`config.mk`:
```
export PLATFORM = sky130hd
export DESIGN_NAME = pcie_tl_tx_arb_flat
export DESIGN_NICKNAME = d
export VERILOG_FILES = /design/src/rtl/pcie_tl_tx_arb_if.sv /design/src/rtl/pcie_tl_tx_arb.sv /design/src/flat_wrapper.sv
export SDC_FILE = /design/constraint.sdc
export NUM_CORES = 1
export LEC_CHECK = 0
export ABC_AREA = 0
export BUFFER_PORTS_ARGS = -buffer_cell sky130_fd_sc_hd__clkbuf_2
export CAP_MARGIN = 40
export CORE_AREA = 2 2 653 655
export CTS_CLUSTER_DIAMETER = 120
export DETAILED_ROUTE_END_ITERATION = 10
export DIE_AREA = 0 0 655 657
export SLEW_MARGIN = 10
export SYNTH_ARGS = -nofsm -noshare
export SYNTH_HDL_FRONTEND = slang
export SYNTH_SLANG_ARGS = --single-unit
```
`constraint.sdc`:
```
create_clock -name clk -period 8.6 [get_ports clk]
set_input_delay 1.72 -clock clk [delete_from_list [all_inputs] [get_ports clk]]
set_output_delay 1.72 -clock clk [all_outputs]
set_load 0.02 [all_outputs]
```
`src/rtl/pcie_tl_tx_arb_if.sv`:
```
// Requester, credit and TLP-stream bundle for the PCIe TL transmit arbiter.
// master = arbiter side, slave = requesters / DLL side.
interface pcie_tl_tx_arb_if #(
  parameter int PIPE_DATA_WIDTH = 256,
  parameter int CREDIT_DEPTH    = 12,
  parameter int RETRY_DEPTH_LG2 = 8
);
  logic                       link_active_i;
  logic [RETRY_DEPTH_LG2-1:0] retry_leftover_i;
  logic                       p_req_i, np_req_i, cpl_req_i;
  logic [PIPE_DATA_WIDTH-1:0] p_hdr_i, np_hdr_i, cpl_hdr_i;
  logic [9:0]                 p_len_i, cpl_len_i;
  logic                       p_gnt_o, np_gnt_o, cpl_gnt_o;
  logic [PIPE_DATA_WIDTH-1:0] p_data_i, cpl_data_i;
  logic                       p_data_rd_o, cpl_data_rd_o;
  logic [CREDIT_DEPTH-1:0]    cl_ph_i, cl_pd_i, cl_nh_i, cl_ch_i, cl_cd_i;
  logic [CREDIT_DEPTH-1:0]    cc_ph_o, cc_pd_o, cc_nh_o, cc_ch_o, cc_cd_o;
  logic [PIPE_DATA_WIDTH-1:0] tlp_o;
  logic [2:0]                 req_o;

  modport master (
    input  link_active_i, retry_leftover_i,
    input  p_req_i, np_req_i, cpl_req_i, p_hdr_i, np_hdr_i, cpl_hdr_i,
    input  p_len_i, cpl_len_i, p_data_i, cpl_data_i,
    input  cl_ph_i, cl_pd_i, cl_nh_i, cl_ch_i, cl_cd_i,
    output p_gnt_o, np_gnt_o, cpl_gnt_o, p_data_rd_o, cpl_data_rd_o,
    output cc_ph_o, cc_pd_o, cc_nh_o, cc_ch_o, cc_cd_o, tlp_o, req_o
  );

  modport slave (
    output link_active_i, retry_leftover_i,
    output p_req_i, np_req_i, cpl_req_i, p_hdr_i, np_hdr_i, cpl_hdr_i,
    output p_len_i, cpl_len_i, p_data_i, cpl_data_i,
    output cl_ph_i, cl_pd_i, cl_nh_i, cl_ch_i, cl_cd_i,
    input  p_gnt_o, np_gnt_o, cpl_gnt_o, p_data_rd_o, cpl_data_rd_o,
    input  cc_ph_o, cc_pd_o, cc_nh_o, cc_ch_o, cc_cd_o, tlp_o, req_o
  );
endinterface

```
`src/rtl/pcie_tl_tx_arb.sv`:
```
// Transmit TLP scheduler: round-robin P/NP/CPL onto one TLP beat stream, gated by link,
// FC credits and retry space. Macro PCIE_TX_CPL_PRIO_EN: completions win over P/NP.
module pcie_tl_tx_arb #(
  parameter int PIPE_DATA_WIDTH = 256,
  parameter int CREDIT_DEPTH    = 12,
  parameter int RETRY_DEPTH_LG2 = 8
) (
  input  logic             clk,
  input  logic             rst,
  pcie_tl_tx_arb_if.master bus
);
  localparam int CD = CREDIT_DEPTH;
  localparam logic [2:0] REQ_IDLE     = 3'd0;
  localparam logic [2:0] REQ_P_HDR    = 3'd1;
  localparam logic [2:0] REQ_P_DATA   = 3'd2;
  localparam logic [2:0] REQ_NP_HDR   = 3'd3;
  localparam logic [2:0] REQ_CPL_HDR  = 3'd5;
  localparam logic [2:0] REQ_CPL_DATA = 3'd6;
  localparam logic [1:0] CLS_P   = 2'd0;
  localparam logic [1:0] CLS_NP  = 2'd1;
  localparam logic [1:0] CLS_CPL = 2'd2;

  typedef enum logic {ST_ARB, ST_DATA} state_t;

  state_t                     r_state;
  logic                       r_cls_cpl;
  logic [7:0]                 r_cnt;
  logic [1:0]                 r_ptr;
  logic [PIPE_DATA_WIDTH-1:0] r_tlp;
  logic [2:0]                 r_req;
  logic [CD-1:0]              r_cc_ph, r_cc_pd, r_cc_nh, r_cc_ch, r_cc_cd;

  function automatic logic [10:0] len_eff(input logic [9:0] len);
    return (len == 10'd0) ? 11'd1024 : {1'b0, len};
  endfunction

  // Limit ahead of consumed-after-grant by less than half the counter range.
  function automatic logic credit_ok(input logic [CD-1:0] cl, input logic [CD-1:0] cc,
                                     input logic [CD-1:0] add);
    logic [CD-1:0] d;
    d = cl - (cc + add);
    return ~d[CD-1];
  endfunction

  logic [10:0]   w_p_len, w_cpl_len;
  logic [CD-1:0] w_p_dcr, w_cpl_dcr;
  logic [7:0]    w_p_beats, w_cpl_beats;
  logic [31:0]   w_retry;
  logic [2:0]    w_elig, w_gnt;
  logic [1:0]    w_ptr_nxt;

  assign w_p_len     = len_eff(bus.p_len_i);
  assign w_cpl_len   = len_eff(bus.cpl_len_i);
  assign w_p_dcr     = CD'((w_p_len + 11'd3) >> 2);
  assign w_cpl_dcr   = CD'((w_cpl_len + 11'd3) >> 2);
  assign w_p_beats   = 8'((w_p_len + 11'd7) >> 3);
  assign w_cpl_beats = 8'((w_cpl_len + 11'd7) >> 3);
  assign w_retry     = 32'(bus.retry_leftover_i);

  // retry >= beats + 1 is written as retry > beats
  assign w_elig[0] = bus.p_req_i & bus.link_active_i
                   & credit_ok(bus.cl_ph_i, r_cc_ph, CD'(1))
                   & credit_ok(bus.cl_pd_i, r_cc_pd, w_p_dcr)
                   & (w_retry > 32'(w_p_beats));
  assign w_elig[1] = bus.np_req_i & bus.link_active_i
                   & credit_ok(bus.cl_nh_i, r_cc_nh, CD'(1))
                   & (w_retry > 32'd0);
  assign w_elig[2] = bus.cpl_req_i & bus.link_active_i
                   & credit_ok(bus.cl_ch_i, r_cc_ch, CD'(1))
                   & credit_ok(bus.cl_cd_i, r_cc_cd, w_cpl_dcr)
                   & (w_retry > 32'(w_cpl_beats));

  always_comb begin
    w_gnt     = 3'b000;
    w_ptr_nxt = r_ptr;
    if (!rst && r_state == ST_ARB) begin
`ifdef PCIE_TX_CPL_PRIO_EN
      if (w_elig[2])            w_gnt = 3'b100;
      else if (r_ptr == CLS_NP) w_gnt = w_elig[1] ? 3'b010 : (w_elig[0] ? 3'b001 : 3'b000);
      else                      w_gnt = w_elig[0] ? 3'b001 : (w_elig[1] ? 3'b010 : 3'b000);
      if (w_gnt[0])      w_ptr_nxt = CLS_NP;
      else if (w_gnt[1]) w_ptr_nxt = CLS_P;
`else
      case (r_ptr)
        CLS_NP:  w_gnt = w_elig[1] ? 3'b010 : w_elig[2] ? 3'b100 : w_elig[0] ? 3'b001 : 3'b000;
        CLS_CPL: w_gnt = w_elig[2] ? 3'b100 : w_elig[0] ? 3'b001 : w_elig[1] ? 3'b010 : 3'b000;
        default: w_gnt = w_elig[0] ? 3'b001 : w_elig[1] ? 3'b010 : w_elig[2] ? 3'b100 : 3'b000;
      endcase
      if (w_gnt[0])      w_ptr_nxt = CLS_NP;
      else if (w_gnt[1]) w_ptr_nxt = CLS_CPL;
      else if (w_gnt[2]) w_ptr_nxt = CLS_P;
`endif
    end
  end

  assign bus.p_gnt_o       = w_gnt[0];
  assign bus.np_gnt_o      = w_gnt[1];
  assign bus.cpl_gnt_o     = w_gnt[2];
  assign bus.p_data_rd_o   = !rst && r_state == ST_DATA && !r_cls_cpl;
  assign bus.cpl_data_rd_o = !rst && r_state == ST_DATA &&  r_cls_cpl;
  assign bus.tlp_o         = r_tlp;
  assign bus.req_o         = r_req;
  assign bus.cc_ph_o       = r_cc_ph;
  assign bus.cc_pd_o       = r_cc_pd;
  assign bus.cc_nh_o       = r_cc_nh;
  assign bus.cc_ch_o       = r_cc_ch;
  assign bus.cc_cd_o       = r_cc_cd;

  always_ff @(posedge clk) begin
    if (rst) begin
      r_state   <= ST_ARB;
      r_cls_cpl <= 1'b0;
      r_cnt     <= '0;
      r_ptr     <= CLS_P;
      r_tlp     <= '0;
      r_req     <= REQ_IDLE;
      r_cc_ph   <= '0;
      r_cc_pd   <= '0;
      r_cc_nh   <= '0;
      r_cc_ch   <= '0;
      r_cc_cd   <= '0;
    end else begin
      case (r_state)
        ST_ARB: begin
          r_ptr <= w_ptr_nxt;
          if (w_gnt[0]) begin
            r_tlp     <= bus.p_hdr_i;
            r_req     <= REQ_P_HDR;
            r_cc_ph   <= r_cc_ph + CD'(1);
            r_cc_pd   <= r_cc_pd + w_p_dcr;
            r_cnt     <= w_p_beats;
            r_cls_cpl <= 1'b0;
            r_state   <= ST_DATA;
          end else if (w_gnt[1]) begin
            r_tlp   <= bus.np_hdr_i;
            r_req   <= REQ_NP_HDR;
            r_cc_nh <= r_cc_nh + CD'(1);
          end else if (w_gnt[2]) begin
            r_tlp     <= bus.cpl_hdr_i;
            r_req     <= REQ_CPL_HDR;
            r_cc_ch   <= r_cc_ch + CD'(1);
            r_cc_cd   <= r_cc_cd + w_cpl_dcr;
            r_cnt     <= w_cpl_beats;
            r_cls_cpl <= 1'b1;
            r_state   <= ST_DATA;
          end else begin
            r_req <= REQ_IDLE;
          end
        end
        default: begin
          // packet always drains; link/limits are not looked at here
          r_tlp <= r_cls_cpl ? bus.cpl_data_i : bus.p_data_i;
          r_req <= r_cls_cpl ? REQ_CPL_DATA : REQ_P_DATA;
          r_cnt <= r_cnt - 8'd1;
          if (r_cnt == 8'd1) r_state <= ST_ARB;
        end
      endcase
    end
  end
endmodule

```
`src/flat_wrapper.sv`:
```
// flat-port wrapper written by rule: the top's interface ports become plain ports
module pcie_tl_tx_arb_flat 
#(
  parameter int PIPE_DATA_WIDTH = 256,
  parameter int CREDIT_DEPTH    = 12,
  parameter int RETRY_DEPTH_LG2 = 8
)
  (clk, rst, bus_link_active_i, bus_retry_leftover_i, bus_p_req_i, bus_np_req_i, bus_cpl_req_i, bus_p_hdr_i, bus_np_hdr_i, bus_cpl_hdr_i, bus_p_len_i, bus_cpl_len_i, bus_p_data_i, bus_cpl_data_i, bus_cl_ph_i, bus_cl_pd_i, bus_cl_nh_i, bus_cl_ch_i, bus_cl_cd_i, bus_p_gnt_o, bus_np_gnt_o, bus_cpl_gnt_o, bus_p_data_rd_o, bus_cpl_data_rd_o, bus_cc_ph_o, bus_cc_pd_o, bus_cc_nh_o, bus_cc_ch_o, bus_cc_cd_o, bus_tlp_o, bus_req_o);
  pcie_tl_tx_arb_if #(.PIPE_DATA_WIDTH(PIPE_DATA_WIDTH), .CREDIT_DEPTH(CREDIT_DEPTH), .RETRY_DEPTH_LG2(RETRY_DEPTH_LG2)) bus_i ();
  input  logic clk;
  input  logic rst;
  input wire logic [$bits(bus_i.link_active_i)-1:0] bus_link_active_i;
  input wire logic [$bits(bus_i.retry_leftover_i)-1:0] bus_retry_leftover_i;
  input wire logic [$bits(bus_i.p_req_i)-1:0] bus_p_req_i;
  input wire logic [$bits(bus_i.np_req_i)-1:0] bus_np_req_i;
  input wire logic [$bits(bus_i.cpl_req_i)-1:0] bus_cpl_req_i;
  input wire logic [$bits(bus_i.p_hdr_i)-1:0] bus_p_hdr_i;
  input wire logic [$bits(bus_i.np_hdr_i)-1:0] bus_np_hdr_i;
  input wire logic [$bits(bus_i.cpl_hdr_i)-1:0] bus_cpl_hdr_i;
  input wire logic [$bits(bus_i.p_len_i)-1:0] bus_p_len_i;
  input wire logic [$bits(bus_i.cpl_len_i)-1:0] bus_cpl_len_i;
  input wire logic [$bits(bus_i.p_data_i)-1:0] bus_p_data_i;
  input wire logic [$bits(bus_i.cpl_data_i)-1:0] bus_cpl_data_i;
  input wire logic [$bits(bus_i.cl_ph_i)-1:0] bus_cl_ph_i;
  input wire logic [$bits(bus_i.cl_pd_i)-1:0] bus_cl_pd_i;
  input wire logic [$bits(bus_i.cl_nh_i)-1:0] bus_cl_nh_i;
  input wire logic [$bits(bus_i.cl_ch_i)-1:0] bus_cl_ch_i;
  input wire logic [$bits(bus_i.cl_cd_i)-1:0] bus_cl_cd_i;
  output wire logic [$bits(bus_i.p_gnt_o)-1:0] bus_p_gnt_o;
  output wire logic [$bits(bus_i.np_gnt_o)-1:0] bus_np_gnt_o;
  output wire logic [$bits(bus_i.cpl_gnt_o)-1:0] bus_cpl_gnt_o;
  output wire logic [$bits(bus_i.p_data_rd_o)-1:0] bus_p_data_rd_o;
  output wire logic [$bits(bus_i.cpl_data_rd_o)-1:0] bus_cpl_data_rd_o;
  output wire logic [$bits(bus_i.cc_ph_o)-1:0] bus_cc_ph_o;
  output wire logic [$bits(bus_i.cc_pd_o)-1:0] bus_cc_pd_o;
  output wire logic [$bits(bus_i.cc_nh_o)-1:0] bus_cc_nh_o;
  output wire logic [$bits(bus_i.cc_ch_o)-1:0] bus_cc_ch_o;
  output wire logic [$bits(bus_i.cc_cd_o)-1:0] bus_cc_cd_o;
  output wire logic [$bits(bus_i.tlp_o)-1:0] bus_tlp_o;
  output wire logic [$bits(bus_i.req_o)-1:0] bus_req_o;
  assign bus_i.link_active_i = bus_link_active_i;
  assign bus_i.retry_leftover_i = bus_retry_leftover_i;
  assign bus_i.p_req_i = bus_p_req_i;
  assign bus_i.np_req_i = bus_np_req_i;
  assign bus_i.cpl_req_i = bus_cpl_req_i;
  assign bus_i.p_hdr_i = bus_p_hdr_i;
  assign bus_i.np_hdr_i = bus_np_hdr_i;
  assign bus_i.cpl_hdr_i = bus_cpl_hdr_i;
  assign bus_i.p_len_i = bus_p_len_i;
  assign bus_i.cpl_len_i = bus_cpl_len_i;
  assign bus_i.p_data_i = bus_p_data_i;
  assign bus_i.cpl_data_i = bus_cpl_data_i;
  assign bus_i.cl_ph_i = bus_cl_ph_i;
  assign bus_i.cl_pd_i = bus_cl_pd_i;
  assign bus_i.cl_nh_i = bus_cl_nh_i;
  assign bus_i.cl_ch_i = bus_cl_ch_i;
  assign bus_i.cl_cd_i = bus_cl_cd_i;
  assign bus_p_gnt_o = bus_i.p_gnt_o;
  assign bus_np_gnt_o = bus_i.np_gnt_o;
  assign bus_cpl_gnt_o = bus_i.cpl_gnt_o;
  assign bus_p_data_rd_o = bus_i.p_data_rd_o;
  assign bus_cpl_data_rd_o = bus_i.cpl_data_rd_o;
  assign bus_cc_ph_o = bus_i.cc_ph_o;
  assign bus_cc_pd_o = bus_i.cc_pd_o;
  assign bus_cc_nh_o = bus_i.cc_nh_o;
  assign bus_cc_ch_o = bus_i.cc_ch_o;
  assign bus_cc_cd_o = bus_i.cc_cd_o;
  assign bus_tlp_o = bus_i.tlp_o;
  assign bus_req_o = bus_i.req_o;
  pcie_tl_tx_arb #(.PIPE_DATA_WIDTH(PIPE_DATA_WIDTH), .CREDIT_DEPTH(CREDIT_DEPTH), .RETRY_DEPTH_LG2(RETRY_DEPTH_LG2)) u_core (.clk(clk), .rst(rst), .bus(bus_i));
endmodule
```
== Word-level counts from Yosys, hierarchy flattened ==
Index checks and enable logic that the tools add are counted.
Word-level totals
  word-level logic and storage cells: 110
  output and inout port bits: 324
  input port bits: 1374
  register bits: 331
Cells by class
  add/sub/neg operators: 15
  $lt $le $gt $ge: 3
  eq/ne operators: 5
  bitwise gates (word level): 19
  reduce and logical (&&, ||, !) cells: 18
  multiplexer cells: 39
Operators by type and width (number)
  $mux 256: 5
  $sub 12x12->12: 5
  $mux 3: 14
  $add 12x1->12 const B: 3
  $mux 8: 4
  $add 11x2->12 const B: 2
  $add 12x10->12: 2
  $add 11x3->11 const B: 2
  $mux 11: 2
  $logic_not 10->1: 2
  $gt 8x8->1: 2
  $and 1x1->1: 11
  $mux 1: 9
  $reduce_and 3->1: 3
  $eq 8x1->1 const B: 1
  $gt 8x1->1 const B: 1
  $mux 2: 4
  $not 1->1: 8
  $sub 8x1->8 const B: 1
  $pmux 3 s2: 1
  $reduce_bool 3->1: 2
  $logic_and 1x1->1: 4
  $reduce_and 2->1: 2
  $reduce_and 4->1: 1
  other kinds (7): 8

== Longest topological paths before layout ==
Gate-level depths: netlist of the first run.
  word-level depth: 18
  depth in mapped cells: 29
  depth with buffers taken out: 26

== Least setup slack after synthesis of the first run ==
No wires, ideal clock.
  kind: input-to-output
  start point: input bus_cpl_len_i[3]
  end point: output bus_p_gnt_o
  stages on the path: 25
  slack: 0.589 ns
  required time: 6.880 ns
  arrival time: 6.291 ns
  buffers on the path: 4
  cell sequence: clkbuf_1 -> nand2_1 -> xnor2_1 -> ha_1 -> nor2b_1 -> o21ai_0 -> nand2b_1 -> a21o_1 -> a21o_1 -> a21o_1 -> a21o_1 -> a31o_2 -> xnor2_1 -> ha_1 -> a21oi_1 -> o21ai_0 -> a31o_1 -> or3_1 -> and3_1 -> or3_1 -> clkbuf_1 -> o211ai_2 -> inv_2 -> buf_2 -> buf_2
Between the ends
  cells in the longest elaborated chain, start to end: 13
  elaborated cells on any way between the ends: 16
  those cells by class: 4 x add/sub; 1 x order compare; 7 x mux; 3 x bitwise; 1 x reduce/logical
RTL lines
  from (decl): RTL line flat_wrapper.sv:21  | input wire logic [$bits(bus_i.cpl_len_i)-1:0] bus_cpl_len_i;
  $logic_not 10->1: RTL line pcie_tl_tx_arb.sv:34  | return (len == 10'd0) ? 11'd1024 : {1'b0, len};
  $mux 11 (*): RTL line pcie_tl_tx_arb.sv:34
  $add 11x2->12: RTL line pcie_tl_tx_arb.sv:55  | assign w_cpl_dcr = CD'((w_cpl_len + 11'd3) >> 2);
  $add 12x10->12: RTL line pcie_tl_tx_arb.sv:41  | d = cl - (cc + add);
  $sub 12x12->12: RTL line pcie_tl_tx_arb.sv:41
  $not 1->1: RTL line pcie_tl_tx_arb.sv:42  | return ~d[CD-1];
  $and 1x1->1: RTL line pcie_tl_tx_arb.sv:70  | & credit_ok(bus.cl_cd_i, r_cc_cd, w_cpl_dcr)
  $and 1x1->1 (*): RTL line pcie_tl_tx_arb.sv:71  | & (w_retry > 32'(w_cpl_beats));
  $mux 3 (2 in series): RTL line pcie_tl_tx_arb.sv:85  | CLS_NP: w_gnt = w_elig[1] ? 3'b010 : w_elig[2] ? 3'b100 : w_elig[0] ? 3'b001 : 3'b000;
  $pmux 3 s2 (*): RTL line pcie_tl_tx_arb.sv:84  | case (r_ptr)
  $mux 3 (*) (2 in series): RTL line pcie_tl_tx_arb.sv:76  | if (!rst && r_state == ST_ARB) begin
  to (decl): RTL line flat_wrapper.sv:29  | output wire logic [$bits(bus_i.p_gnt_o)-1:0] bus_p_gnt_o;
Every way passes the cells marked *; elsewhere a longest branch is shown, timed or not. The select of a mux whose other input is x is not followed.

== Worst setup path in the final report of the first run ==
  start point: input bus_cpl_len_i[1]
  end point: output bus_p_gnt_o
The elaborated chain is that of the path after synthesis.

==> results.cfg, run 1 <==
[status]
status = completed

[worst_setup_path]
critPathLaunch = bus_cpl_len_i[1]
r2r_cells = 26
path_max_fanout = 5
cp_data_required_time_ns = 6.88
worstReg2RegStart = u_core.bus.cc_cd_o[0]$_SDFFE_PP0P_
r2r_slack_ns = 2.30
endpoint = bus_p_gnt_o
arrival_ns = 6.56
cp-end-kind = primary output
cp-start-kind = input port
critPathKind = in2out
worstReg2RegEnd = u_core.bus.tlp_o[248]$_SDFFE_PP0P_

[timing]
slew_violations = 0
skew_ns = 0.0300
finalCritPeriodShare = 0.963
setup_viol = 0
rsz0062_at_grt = false
period_minus_slack_ns = 8.28
fin_tns_setup_ns = 0
worst-slew-pin-transition_ns = 1.07
maxSlewHeadroom = 0.289
hold_viol = 0
fmax_ghz = 0.121

[global_routing]
grt_pass1_vias = 31200
grt_max_degree = 121
antenna_found_initial = 446
grt_pass1_wl_mm = 424
grt-ovfl-total = 0
grt.total_usage = 0.160

[logic_synthesis]
post-synth-top-count-cell = nor2_1
synth_edf_count = 0
ys_seq_area_frac = 0.252
yosysUniqueCellTypes = 70
syn_inst = 3106
synthFlopType = dfxtp_1
syn_area_per_cell_um2 = 8.48
yosysWarnings = 0
ys_ff_latch = 331
synth_commonest_cells = nor2_1 (574), dfxtp_1 (331), nand2_1 (328)
synth_area_mm2 = 0.0263
synth_area_leaders = dfxtp_1 (25%), a311oi_2 (14%), mux2_2 (11%)
synth_top_cell_area_share = 0.252
async_flop_share = 0
synth_top_cell_by_area = dfxtp_1

[detailed_routing]
viasPerCell = 3.21
drtAntennaViolNets = 0
wl_per_cell_um = 33.9
wl_mm = 358
drc = 0
num_vias = 33900
drt_iter0_drc = 3036
dr.pass1.iters = 5

[clock_network]
holdBufCountCts = 0
clk_latency_ns = 0.74
clkTransAtPathRegs_ns = 0.05
cts.path.max_buffers = 3
cts_buffers = 56
htreeDepth = 2
root_buffer = clkbuf_16
cts_tree = built
cts_num_sinks = 331

[placement]
dpl.hpwl_mm = 326
io_buffers = 1697
dpl_cell_area_mm2 = 0.0416
globalplace.congestion = 1.03

[power_and_ir_drop]
power_uw = 6850
powerDensity_mw_per_mm2 = 155
p_leak_uw = 0.0170
vdd_drop_max_mv = 0.155

[floorplan]
fp-row-count = 239
start_util = 0.0623
dieHeight_um = 657
num_io_pins = 1698
coreArea_mm2 = 0.423
die_area_mm2 = 0.430
dieWidth_um = 655

[cells_and_area]
nets = 6146
final_cell_area_mm2 = 0.0441
area_growth_pct = 67.4
final_layout_size_suffix_gt1_frac = 0.506
num-fill-cells = 49600
fin_util = 0.104

[job]
max_cap_violations = 0

[hold_path]
hold_class = reg2reg
## layer usage
metal	part of all wire	vias to the layer above	track usage
li1	-	14600	-
met1	0.34	15900	0.159
met2	0.48	2324	0.275
met3	0.13	888	0.0851
met4	0.054	174	0.0667
met5	0.0041	-	0.00918
## placed cells by master, fill, tap and decap left out, types with 75 or more instances in the layout
| cell | Yosys | final |
|---|---|---|
| a21oi_1 | 316 | 316 |
| a311oi_2 | 250 | 250 |
| clkbuf_2 | 0 | 1696 |
| dfxtp_1 | 331 | 330 |
| diode_2 | 0 | 175 |
| ha_1 | 93 | 93 |
| mux2_2 | 257 | 257 |
| mux2i_1 | 260 | 259 |
| nand2_1 | 328 | 328 |
| nor2_1 | 574 | 574 |
| xnor2_1 | 75 | 75 |
## worst min path at each step
stage	startpoint	end	slack (ns)	cells past startpoint
6_report	u_core.bus.cc_cd_o[7]$_SDFFE_PP0P_	u_core.bus.cc_cd_o[7]$_SDFFE_PP0P_	0.48	2
5_1_grt	u_core.bus.cc_cd_o[9]$_SDFFE_PP0P_	u_core.bus.cc_cd_o[9]$_SDFFE_PP0P_	0.52	2
4_1_cts	u_core.bus.cc_cd_o[7]$_SDFFE_PP0P_	u_core.bus.cc_cd_o[7]$_SDFFE_PP0P_	0.49	2
3_5_place_dp	u_core.bus.cc_cd_o[7]$_SDFFE_PP0P_	u_core.bus.cc_cd_o[7]$_SDFFE_PP0P_	0.48	2
3_3_place_gp	u_core.bus.cc_cd_o[7]$_SDFFE_PP0P_	u_core.bus.cc_cd_o[7]$_SDFFE_PP0P_	0.47	2
2_1_floorplan	u_core.r_cnt[7]$_SDFFE_PP0P_	u_core.r_cnt[7]$_SDFFE_PP0P_	0.46	2
## state kept, by name, indices dropped and copies added (netlist names), 2 cells and up
signal              count
u_core.r_ptr            2
u_core.r_cnt            8
u_core.bus.cc_pd_o     12
u_core.bus.cc_nh_o     12
u_core.bus.req_o        3
u_core.bus.cc_ch_o     12
u_core.bus.tlp_o      256
u_core.bus.cc_ph_o     12
u_core.bus.cc_cd_o     12
## cell type report
type | count | area [um2] | area share
Multi-Input combinational cell | 2487 | 18400 | 0.418
Clock inverter | 29 | 432 | 0.00979
Sequential cell | 331 | 6630 | 0.150
Antenna cell | 175 | 438 | 0.00993
Tap cell | 5663 | 7090 | 0.161
Timing Repair Buffer | 1773 | 9400 | 0.213
Inverter | 28 | 120 | 0.00272
Clock buffer | 74 | 1540 | 0.0349
## what timing repair did
item	4_1_cts	5_1_grt
endpoints found under the hold margin	0	0
resized for setup	0	2
endpoints found under the setup margin	0	1
buffers inserted	0	0
## stage by stage
stage          hold slack, ns  instances  worst slack, ns
2_1_floorplan           0.462       3107            0.589
4_1_cts                 0.487      10400            0.315
3_3_place_gp            0.467      10300           0.0759
3_5_place_dp            0.477      10300            0.323
6_report                0.480      10600            0.320
5_1_grt                 0.520      10500           0.0296
## power breakdown
group	internal, uW	switching, uW
Sequential	1710	111
Combinational	837	1620
Clock	1530	1040
## critical path, cell delays in order
cell and delay (ns):
clkbuf_2 0.11, o21a_1 0.22, nand2_1 0.09, xnor2_1 0.14, ha_1 0.33, nor2b_1 0.15, o21ai_0 0.17, nand2b_1 0.11
a21o_1 0.19, a21o_1 0.20, a21o_1 0.19, a21o_1 0.20, a31o_2 0.26, xnor2_1 0.17, ha_1 0.28, a21oi_1 0.12
o21ai_0 0.11, a31o_1 0.21, or3_1 0.36, and3_1 0.22, or3_1 0.45, o211ai_4 0.28, inv_8 0.04, clkbuf_2 0.22
## kinds of logic (layout without fill, tap and decap cells)
family	Yosys count	count (layout)	synth area share
compound gates	698	698	0.239
xor+xnor	118	118	0.0398
fa+ha+maj	95	95	0.0457
buf+inv	289	1904	0.0498
flops	331	331	0.252
mux	517	517	0.209
other cells	1	177	0.000142
simple gates	1057	1057	0.165
(Power assumes the default switching activity.)
==> inputs of run 2 (changes only) <==
- CTS_CLUSTER_DIAMETER: 120 -> 60
- PLACE_DENSITY: unset -> 0.31
==> run 2 against run 1 <==
- combinational power increased by 2%
- global-route usage decreased by 1.1 points
- critical path depth unchanged
- wire length decreased by 7.2%
- setup slack got worse by 0.026 ns
- clock skew increased by 0.083 ns
- design area increased by 2.1%
- first-iteration DRC count decreased by 23%
- critical path type unchanged
- largest cell class unchanged
==> results.cfg, run 2 (synthesis results as in run 1) <==
[status]
status = completed

[placement]
dpl_worst_slack_ns = -0.171
io_buffers = 1697
globalplace.congestion = 0.969
dpl.hpwl_mm = 299
placedCellCount = 10300

[clock_network]
cts.path.max_buffers = 4
clkTransAtPathRegs_ns = 0.04
cts_num_sinks = 331
cts_tree = built
cts_buffers = 80
root_buffer = clkbuf_16
postCtsSetupBuffers = 0
htreeDepth = 3
clk_latency_ns = 0.84
holdBufCountCts = 0

[global_routing]
grt.total_usage = 0.148
grt_max_degree = 112
grt_pass1_vias = 31700
antenna_found_initial = 328
grt-ovfl-total = 0
grt_pass1_wl_mm = 403

[floorplan]
fp-row-count = 239
die_area_mm2 = 0.430
coreArea_mm2 = 0.423
dieHeight_um = 657
num_io_pins = 1698
dieWidth_um = 655
start_util = 0.0623

[detailed_routing]
dr.pass1.iters = 5
viasPerCell = 3.12
num_vias = 32900
wl_per_cell_um = 31.6
drtAntennaViolNets = 0
drt_iter0_drc = 2325
drc = 0
wl_mm = 333

[worst_setup_path]
cp_data_required_time_ns = 6.88
path_max_fanout = 5
critPathKind = in2out
cp-start-kind = input port
cp-end-kind = primary output
arrival_ns = 6.59

[timing]
maxSlewHeadroom = 0.405
rsz0062_at_grt = false
fmax_ghz = 0.120
slew_violations = 0
finalCritPeriodShare = 0.966
skew_ns = 0.113
hold_viol = 0
period_minus_slack_ns = 8.31
worst-slew-pin-transition_ns = 0.893
layout_setup_ws_ns = 0.294
setup_viol = 0

[cells_and_area]
num-fill-cells = 49700
fin_cells = 10500
largest_reg_flops = 256
fin_util = 0.107
layout_commonest_cell = clkbuf_2
final_layout_size_suffix_gt1_frac = 0.516
area_growth_pct = 70.9
nets = 6209
layout_common_cells = clkbuf_2 (1695), nor2_1 (574), dfxtp_1 (330), nand2_1 (328), a21oi_1 (315)

[job]
max_cap_violations = 0

[power_and_ir_drop]
p_leak_uw = 0.0177
powerDensity_mw_per_mm2 = 171
vdd_drop_max_mv = 0.127

[hold_path]
hold_class = reg2reg
run 2: critical path, cell delays in order:
cell and delay, ns:
clkbuf_2 0.11, o21a_4 0.24, nand2_1 0.08, xnor2_1 0.14
ha_1 0.30, nor2b_1 0.15, o21ai_1 0.12, nand2b_1 0.10
a21o_1 0.19, a21o_1 0.20, a21o_1 0.18, a21o_1 0.20
a31o_2 0.26, xnor2_1 0.12, ha_1 0.30, a21oi_1 0.13
o21ai_0 0.10, a31o_1 0.21, or3_1 0.36, and3_2 0.27
or3_4 0.45, a211oi_4 0.31, buf_4 0.17, clkbuf_2 0.16
run 2: timing repair:
item | in CTS | in global routing
endpoints found under the setup margin | 1 | 2
pin swaps | 0 | 1
gates resized for setup | 1 | 9
run 2: path summary, 6_finish.rpt:
kind	slack (ns)	depth (start not counted)	startpoint	to
worst min-delay path	0.48	2	u_core.bus.cc_cd_o[7]$_SDFFE_PP0P_	u_core.bus.cc_cd_o[7]$_SDFFE_PP0P_
worst max register to register	2.40	26	u_core.bus.cc_cd_o[0]$_SDFFE_PP0P_	u_core.bus.tlp_o[208]$_SDFFE_PP0P_
worst min register to register	0.48	2	u_core.bus.cc_cd_o[7]$_SDFFE_PP0P_	u_core.bus.cc_cd_o[7]$_SDFFE_PP0P_
worst max-delay path	0.29	24	bus_cpl_len_i[1]	bus_cpl_gnt_o
run 2: through the flow:
step                TNS [ns]  total power, uW  cell area [um2]  hold WS [ns]
finish                     0             7690            45000         0.478
global route               0             8030            44900         0.512
CTS                        0             7860            44800         0.484
detailed placement    -0.171             4400            42100         0.479
global placement      -0.370             4400            42000         0.476
floorplan                  0             3030            26300         0.462
run 2: power breakdown:
part,switching (uW),internal (uW)
Combinational,1640,870
Sequential,118,1710
Clock,1190,2160
run 2: cell type report:
type | instances | area (um2) | share of cell area
diodes | 71 | 178 | 0.00395
clock buffers | 99 | 2190 | 0.0487
clock inverters | 41 | 566 | 0.0126
inverters | 28 | 120 | 0.00267
multi-input cells | 2487 | 18500 | 0.410
flip-flops and latches | 331 | 6630 | 0.147
well taps | 5663 | 7090 | 0.157
repair buffers | 1812 | 9780 | 0.217
run 2: routing by layer:
metal,global-route usage,part of all wire
met5,0,0.0026
met1,0.166,0.38
met4,0.0334,0.031
met2,0.266,0.50
met3,0.0539,0.087
